==> src/rtl/crt_pkg.sv <==
// crt_pkg: shared definitions for the sequential CRT reconstructor.
//   - crt_state_e  : controller state encoding
//   - CRT_SLICE    : channel slice of a packed moduli/residue bus
//   - crt_out_w_ok : result-width sanity check used at elaboration
`ifndef CRT_PKG_SV
`define CRT_PKG_SV

// Channel idx of a bus packing w-bit fields, channel 0 in the LSBs.
`define CRT_SLICE(vec, idx, w) vec[(idx)*(w) +: (w)]

package crt_pkg;

    typedef enum logic [2:0] {
        IDLE   = 3'd0,
        CHECK  = 3'd1,
        RED_X  = 3'd2,
        RED_M  = 3'd3,
        SEARCH = 3'd4,
        NEXT   = 3'd5,
        DONE   = 3'd6
    } crt_state_e;

    // The running modulus product must fit in the result register.
    function automatic bit crt_out_w_ok(input int out_w, input int num_ch, input int res_w);
        return out_w >= num_ch * res_w;
    endfunction

endpackage

`endif

==> src/rtl/crt_mod_reduce.sv <==
// crt_mod_reduce: restoring remainder of an OUT_W-bit dividend by a
// RES_W-bit non-zero divisor, one dividend bit per cycle, MSB first.
// Ports:
//   clk, reset     clock, asynchronous active-low reset
//   start          load dividend/divisor and begin (takes priority)
//   dividend       OUT_W-bit value to reduce
//   divisor        RES_W-bit modulus, must be non-zero
//   busy           reduction in progress
//   done           high during the final busy cycle; remainder is valid then
//   remainder      dividend mod divisor (valid while done=1)
// The remainder is presented combinationally in the last cycle so the caller
// can capture it and restart in the same edge: exactly OUT_W cycles per job.
module crt_mod_reduce
    import crt_pkg::*;
#(
    parameter int OUT_W = 16,
    parameter int RES_W = 4
) (
    input  logic             clk,
    input  logic             reset,
    input  logic             start,
    input  logic [OUT_W-1:0] dividend,
    input  logic [RES_W-1:0] divisor,
    output logic             busy,
    output logic             done,
    output logic [RES_W-1:0] remainder
);

    localparam int CNT_W = $clog2(OUT_W + 1);
    localparam logic [CNT_W-1:0] LAST_BIT = CNT_W'(OUT_W - 1);

    logic             busy_q, busy_d;
    logic [CNT_W-1:0] cnt_q, cnt_d;
    logic [OUT_W-1:0] div_q, div_d;
    logic [RES_W-1:0] dsr_q, dsr_d;
    logic [RES_W-1:0] rem_q, rem_d;

    logic [RES_W:0]   trial;
    logic [RES_W-1:0] rem_next;
    logic             last;

    // Partial remainder is always < divisor, so one trial subtract suffices.
    always_comb begin
        trial    = {rem_q, div_q[OUT_W-1]};
        rem_next = (trial >= {1'b0, dsr_q}) ? RES_W'(trial - {1'b0, dsr_q})
                                            : trial[RES_W-1:0];
        last     = busy_q && (cnt_q == LAST_BIT);
    end

    always_comb begin
        busy_d = busy_q;
        cnt_d  = cnt_q;
        div_d  = div_q;
        dsr_d  = dsr_q;
        rem_d  = rem_q;
        if (start) begin
            busy_d = 1'b1;
            cnt_d  = '0;
            div_d  = dividend;
            dsr_d  = divisor;
            rem_d  = '0;
        end else if (busy_q) begin
            rem_d = rem_next;
            div_d = {div_q[OUT_W-2:0], 1'b0};
            cnt_d = cnt_q + CNT_W'(1);
            if (last) begin
                busy_d = 1'b0;
            end
        end
    end

    always_ff @(posedge clk or negedge reset) begin
        if (!reset) begin
            busy_q <= 1'b0;
            cnt_q  <= '0;
            div_q  <= '0;
            dsr_q  <= '0;
            rem_q  <= '0;
        end else begin
            busy_q <= busy_d;
            cnt_q  <= cnt_d;
            div_q  <= div_d;
            dsr_q  <= dsr_d;
            rem_q  <= rem_d;
        end
    end

    assign busy      = busy_q;
    assign done      = last;
    assign remainder = rem_next;

endmodule

==> src/rtl/crt_reconstruct_seq.sv <==
// crt_reconstruct_seq: sequential Chinese Remainder Theorem reconstructor.
// Rebuilds X in [0, prod(m)) from NUM_CH moduli/residue pairs by incremental
// mixed-radix search, flagging malformed or inconsistent inputs.
// Ports:
//   clk, reset            clock, asynchronous active-low reset
//   in_valid / in_ready   input handshake; in_ready only while idle
//   moduli, residues      NUM_CH packed RES_W-bit fields, channel 0 in LSBs
//   out_valid / out_ready output handshake; result/error held until accepted
//   result                reconstructed X, 0 when error=1
//   error                 zero modulus, residue >= modulus, or no solution
module crt_reconstruct_seq
    import crt_pkg::*;
#(
    parameter int NUM_CH = 4,
    parameter int RES_W  = 4,
    parameter int OUT_W  = 16
) (
    input  logic                    clk,
    input  logic                    reset,
    input  logic                    in_valid,
    output logic                    in_ready,
    input  logic [NUM_CH*RES_W-1:0] moduli,
    input  logic [NUM_CH*RES_W-1:0] residues,
    output logic                    out_valid,
    input  logic                    out_ready,
    output logic [OUT_W-1:0]        result,
    output logic                    error
);

    localparam int CH_W  = NUM_CH * RES_W;
    localparam int IDX_W = (NUM_CH > 1) ? $clog2(NUM_CH) : 1;
    localparam logic [IDX_W-1:0] LAST_CH = IDX_W'(NUM_CH - 1);

    if (!crt_out_w_ok(OUT_W, NUM_CH, RES_W)) begin : g_out_w_chk
        $error("crt_reconstruct_seq: OUT_W must be >= NUM_CH*RES_W");
    end

    crt_state_e       state_q, state_d;
    logic [CH_W-1:0]  mod_q, mod_d;
    logic [CH_W-1:0]  res_q, res_d;
    logic [OUT_W-1:0] x_q, x_d;
    logic [OUT_W-1:0] macc_q, macc_d;   // product of moduli already folded in
    logic [IDX_W-1:0] i_q, i_d;
    logic [RES_W-1:0] k_q, k_d;
    logic [RES_W-1:0] xr_q, xr_d;       // X mod m_i, tracked incrementally
    logic [RES_W-1:0] mr_q, mr_d;       // M mod m_i
    logic             err_q, err_d;

    logic [RES_W-1:0] cur_m, cur_r;
    logic [RES_W:0]   sum_xm;
    logic             bad_in;
    logic [IDX_W-1:0] red_idx;
    logic             red_start;
    logic [OUT_W-1:0] red_dividend;
    logic [RES_W-1:0] red_divisor;
    logic             red_busy, red_done, red_fin;
    logic [RES_W-1:0] red_rem;

    crt_mod_reduce #(
        .OUT_W (OUT_W),
        .RES_W (RES_W)
    ) u_mod_reduce (
        .clk       (clk),
        .reset     (reset),
        .start     (red_start),
        .dividend  (red_dividend),
        .divisor   (red_divisor),
        .busy      (red_busy),
        .done      (red_done),
        .remainder (red_rem)
    );

    assign red_fin = red_busy & red_done;

    always_comb begin
        cur_m  = `CRT_SLICE(mod_q, int'(i_q), RES_W);
        cur_r  = `CRT_SLICE(res_q, int'(i_q), RES_W);
        sum_xm = {1'b0, xr_q} + {1'b0, mr_q};
        bad_in = 1'b0;
        for (int c = 0; c < NUM_CH; c++) begin
            if ((`CRT_SLICE(mod_q, c, RES_W) == '0) ||
                (`CRT_SLICE(res_q, c, RES_W) >= `CRT_SLICE(mod_q, c, RES_W))) begin
                bad_in = 1'b1;
            end
        end
        // A reduction started from CHECK or NEXT targets the channel about
        // to be processed, which i_q does not point at yet.
        red_idx     = (state_q == CHECK) ? IDX_W'(1) : (i_q + IDX_W'(1));
        red_divisor = (state_q == RED_X || state_q == RED_M) ? cur_m
                                                             : `CRT_SLICE(mod_q, int'(red_idx), RES_W);
    end

    always_comb begin
        state_d      = state_q;
        mod_d        = mod_q;
        res_d        = res_q;
        x_d          = x_q;
        macc_d       = macc_q;
        i_d          = i_q;
        k_d          = k_q;
        xr_d         = xr_q;
        mr_d         = mr_q;
        err_d        = err_q;
        red_start    = 1'b0;
        red_dividend = x_q;

        case (state_q)
            IDLE: begin
                if (in_valid) begin
                    mod_d   = moduli;
                    res_d   = residues;
                    err_d   = 1'b0;
                    state_d = CHECK;
                end
            end

            CHECK: begin
                if (bad_in) begin
                    err_d   = 1'b1;
                    state_d = DONE;
                end else begin
                    x_d    = OUT_W'(res_q[RES_W-1:0]);
                    macc_d = OUT_W'(mod_q[RES_W-1:0]);
                    i_d    = IDX_W'(1);
                    if (NUM_CH == 1) begin
                        state_d = DONE;
                    end else begin
                        red_start    = 1'b1;
                        red_dividend = OUT_W'(res_q[RES_W-1:0]);
                        state_d      = RED_X;
                    end
                end
            end

            RED_X: begin
                if (red_fin) begin
                    xr_d         = red_rem;
                    red_start    = 1'b1;
                    red_dividend = macc_q;
                    state_d      = RED_M;
                end
            end

            RED_M: begin
                if (red_fin) begin
                    mr_d    = red_rem;
                    k_d     = '0;
                    state_d = SEARCH;
                end
            end

            SEARCH: begin
                if (xr_q == cur_r) begin
                    state_d = NEXT;
                end else if (k_q == (cur_m - RES_W'(1))) begin
                    // Every step X+k*M tried without a match: moduli share
                    // a factor that makes the residues inconsistent.
                    err_d   = 1'b1;
                    state_d = DONE;
                end else begin
                    x_d  = x_q + macc_q;
                    xr_d = (sum_xm >= {1'b0, cur_m}) ? RES_W'(sum_xm - {1'b0, cur_m})
                                                     : sum_xm[RES_W-1:0];
                    k_d  = k_q + RES_W'(1);
                end
            end

            NEXT: begin
                // Product of all moduli is < 2^(NUM_CH*RES_W) <= 2^OUT_W.
                macc_d = macc_q * OUT_W'(cur_m);
                i_d    = i_q + IDX_W'(1);
                if (i_q == LAST_CH) begin
                    state_d = DONE;
                end else begin
                    red_start    = 1'b1;
                    red_dividend = x_q;
                    state_d      = RED_X;
                end
            end

            DONE: begin
                if (out_ready) begin
                    state_d = IDLE;
                end
            end

            default: state_d = IDLE;
        endcase
    end

    always_ff @(posedge clk or negedge reset) begin
        if (!reset) begin
            state_q <= IDLE;
            mod_q   <= '0;
            res_q   <= '0;
            x_q     <= '0;
            macc_q  <= '0;
            i_q     <= '0;
            k_q     <= '0;
            xr_q    <= '0;
            mr_q    <= '0;
            err_q   <= 1'b0;
        end else begin
            state_q <= state_d;
            mod_q   <= mod_d;
            res_q   <= res_d;
            x_q     <= x_d;
            macc_q  <= macc_d;
            i_q     <= i_d;
            k_q     <= k_d;
            xr_q    <= xr_d;
            mr_q    <= mr_d;
            err_q   <= err_d;
        end
    end

    assign in_ready  = (state_q == IDLE);
    assign out_valid = (state_q == DONE);
    assign error     = out_valid & err_q;
    assign result    = (out_valid && !err_q) ? x_q : '0;

endmodule
==> config.mk <==
export PLATFORM = sky130hd
export DESIGN_NAME = crt_reconstruct_seq
export DESIGN_NICKNAME = d
export VERILOG_FILES = /design/src/rtl/crt_pkg.sv /design/src/rtl/crt_mod_reduce.sv /design/src/rtl/crt_reconstruct_seq.sv
export SDC_FILE = /design/constraint.sdc
export NUM_CORES = 1
export LEC_CHECK = 0
export ABC_AREA = 1
export CAP_MARGIN = 10
export CORE_MARGIN = 2
export CORE_UTILIZATION = 44
export DETAILED_ROUTE_END_ITERATION = 6
export PLACE_DENSITY_LB_ADDON = 0.08
export SLEW_MARGIN = 5
export SYNTH_ARGS = -nofsm -noshare
export SYNTH_HDL_FRONTEND = slang
export SYNTH_SLANG_ARGS = --single-unit
==> constraint.sdc <==
create_clock -name clk -period 4.4 [get_ports clk]
set_clock_uncertainty 0.1 [all_clocks]
set_input_delay 0.88 -clock clk [delete_from_list [all_inputs] [get_ports clk]]
set_output_delay 0.88 -clock clk [all_outputs]
set_load 0.01 [all_outputs]
==> flow_summary.toml <==
[final_layout]
final_cells = 1657
seq_area_mm2 = 0.002803
num-fill-cells = 2168
layout_common_cells = "nand2_1 (397), inv_1 (190), nand3_1 (129)"
drive_above_1_share_pct = 5.282
nNetsFinal = 1506
num_antenna_cells = 0
area_growth_pct = 11.72
multi_input_area_mm2 = 0.005528
stdcell_area_mm2 = 0.01035
utilization_pct = 49.73
final_common_cell = "nand2_1"

[sta]
timing.setup.tns_ns = 0
clock.fmax_mhz = 244.0
tightest_slew_ns = 0.9899
setup_ws_ns = 0.3024
fin_crit_ns = 4.098
min_period_over_period_pct = 93.13
grt_setup_unrepaired = "no"
hold_ws_ns = 0.4119
report.final.hold_viol_count = 0
max_slew_margin_pct = 33.94
maxSlewViolCount = 0
setup_violations = 0

[placed_design]
io_buffers = 54
post-dp-hpwl_um = 19470
dp.cells = 1641
globalplace.congestion = 0.8996
preCtsSetupSlack_ns = 0.3447
dpl-instance-area_mm2 = 0.01007

[clock_tree]
clkSlewWorstSetupHoldPaths_ns = 0.09
root_buffer = "clkbuf_16"
h-tree-depth = 3
cts_tree = "done"
clkSinkCount = 112
cts_made_buffers = 9
ctsHoldBuffers = 0
cts_max_path_buffers = 2
cts_setup_buffers = 0
cts_resized = 0
clock_latency_ns = 0.37

[synth]
synth_fp_nets = 1466
synth_ff_type = "dfrtp_1"
synth_edf_count = 0
ys_ff_latch = 112
ys_warn_count = 0
synthDistinctLibCells = 41
synth_area_mm2 = 0.009269
async_flop_share_pct = 100.0
synth_cells = 1337
seq_area_frac_synth_pct = 30.24
syn_area_per_cell_um2 = 6.933

[die]
die_w_um = 149.1
rows = 53
die-area_mm2 = 0.02224
die_h_um = 149.1
initial_core_util_pct = 44.51
core-area_mm2 = 0.02082
ioPinCount = 55

[detailed_routing]
drtPass1Iterations = 5
viasPerCell = 5.185
routed_wl_um = 25580
wl_per_cell_um = 15.44
dr_total_vias = 8591
drtIter0Drc = 626
ant_nets = 0
drc = 0

[job]
drv_cap = 0

[global_route]
use_met1_pct = 35.49
grt_most_used_layer = "met2"
overflow = 0
use_met3_pct = 3.119
grt_pass1_wl_um = 42060
grt_max_degree = 58
grt.total_usage_pct = 23.94
grt_pass1_vias = 8136
antenna_found_initial = 0
grtUsageMet2_pct = 36.73

[critical_path]
path_cells = "clkinv_2 -> nand3_1 -> nand2_2 -> inv_1 -> nand2_1 -> fa_1 -> fa_1 -> fa_1 -> inv_1 -> nand3_1 -> nand2_1 -> nand3_1 -> nand2_1 -> a31oi_1 -> or2_2 -> nand3_1 -> o21ai_0"
cp.required_ns = 4.53
crit_fanout = 10
path_class = "register to register"
startpoint_type = "register"
endpoint_kind = "register"
crit_path_frequent_cell = "nand3_1"
cp.arrival_ns = 4.23
slowest_delay_ns = 0.59
cpMaxStageDelayCell = "dfrtp_1"

[pwr]
peakVddDrop_mv = 0.1374
leakage_nw = 5.327
powerDensity_mw_per_mm2 = 205.0
power_mw = 2.123

[outcome]
status = "complete, no violations"

[min_path]
hold_path.class = "register to register"
## power breakdown
| group | internal [mW] | switching [mW] |
|---|---|---|
| logic | 0.0783 | 0.127 |
| clock network | 0.400 | 0.452 |
| registers | 1.05 | 0.0201 |
## synthesized netlist by cell type (6+ instances only)
| cell | count | area share, % |
|---|---|---|
| a21oi_1 | 49 | 2.6 |
| buf_2 | 11 | 0.59 |
| buf_6 | 6 | 0.73 |
| clkbuf_1 | 19 | 0.77 |
| dfrtp_1 | 112 | 30 |
| fa_1 | 29 | 6.3 |
| ha_1 | 64 | 8.6 |
| inv_1 | 190 | 7.7 |
| nand2_1 | 397 | 16 |
| nand2_2 | 16 | 1.1 |
| nand3_1 | 129 | 7.0 |
| nand4_1 | 9 | 0.61 |
| nor2_1 | 115 | 4.7 |
| nor3_1 | 6 | 0.32 |
| o211ai_1 | 7 | 0.57 |
| o21ai_0 | 94 | 5.1 |
| o22ai_1 | 10 | 0.67 |
| xnor2_1 | 11 | 1.0 |
| xor2_1 | 14 | 1.3 |
## final timing paths
| path | from | end | slack (ns) | depth (start not counted) |
|---|---|---|---|---|
| max | i_q[1] | macc_q[12] | 0.30 | 17 |
| min | mr_q[0] | mr_q[0] | 0.41 | 2 |
| max reg2reg | i_q[1] | macc_q[12] | 0.30 | 17 |
| min reg2reg | mr_q[0] | mr_q[0] | 0.41 | 2 |
| max in group asynchronous | reset | x_q[10] | 2.94 | 2 |
| min in group asynchronous | reset | u_mod_reduce.rem_q[0] | 0.48 | 1 |
## cells by family (layout without fill, tap and decap cells)
group           count (synthesis)  in the layout  synth area share, %
compound gates                179            179                10.35
xor+xnor                       25             25                2.362
fa+ha+maj                      93             93                14.90
buf+inv                       235            280                10.20
flops                         112            112                30.24
mux                             2              2               0.2430
simple gates                  691            691                31.70
## cell type report
type | instances | area share (%)
Clock buffer | 9 | 2.175
Clock inverter | 7 | 0.6042
Inverter | 196 | 7.117
Multi-Input combinational cell | 990 | 53.38
Sequential cell | 112 | 27.07
Tap cell | 275 | 3.323
Timing Repair Buffer | 68 | 6.332
## routing by layer
layer  up-vias  share of wire [%]  wire length [um]
met5         -                  0                 0
met4         0                1.5               394
met3        32                4.9              1243
met2       216                 43             11050
met1      4013                 50             12890
li1       4330                  -                 -
## flip-flops by register name (all words and copies together) (netlist names), 5 cells and up
register,cells
macc_q,16
u_mod_reduce.cnt_q,5
res_q,16
mod_q,16
u_mod_reduce.div_q,16
x_q,16
## critical path, delay by kind of cell, from the launching register on
kind,cells,cell delay (ns)
adders and majority gates,3,1.55
AOI/OAI and AO/OA,2,0.18
DFF,1,0.59
and+or+nand+nor,9,1.11
buffers and inverters,3,0.43
No activity file was read; power rests on OpenSTA's default activity.
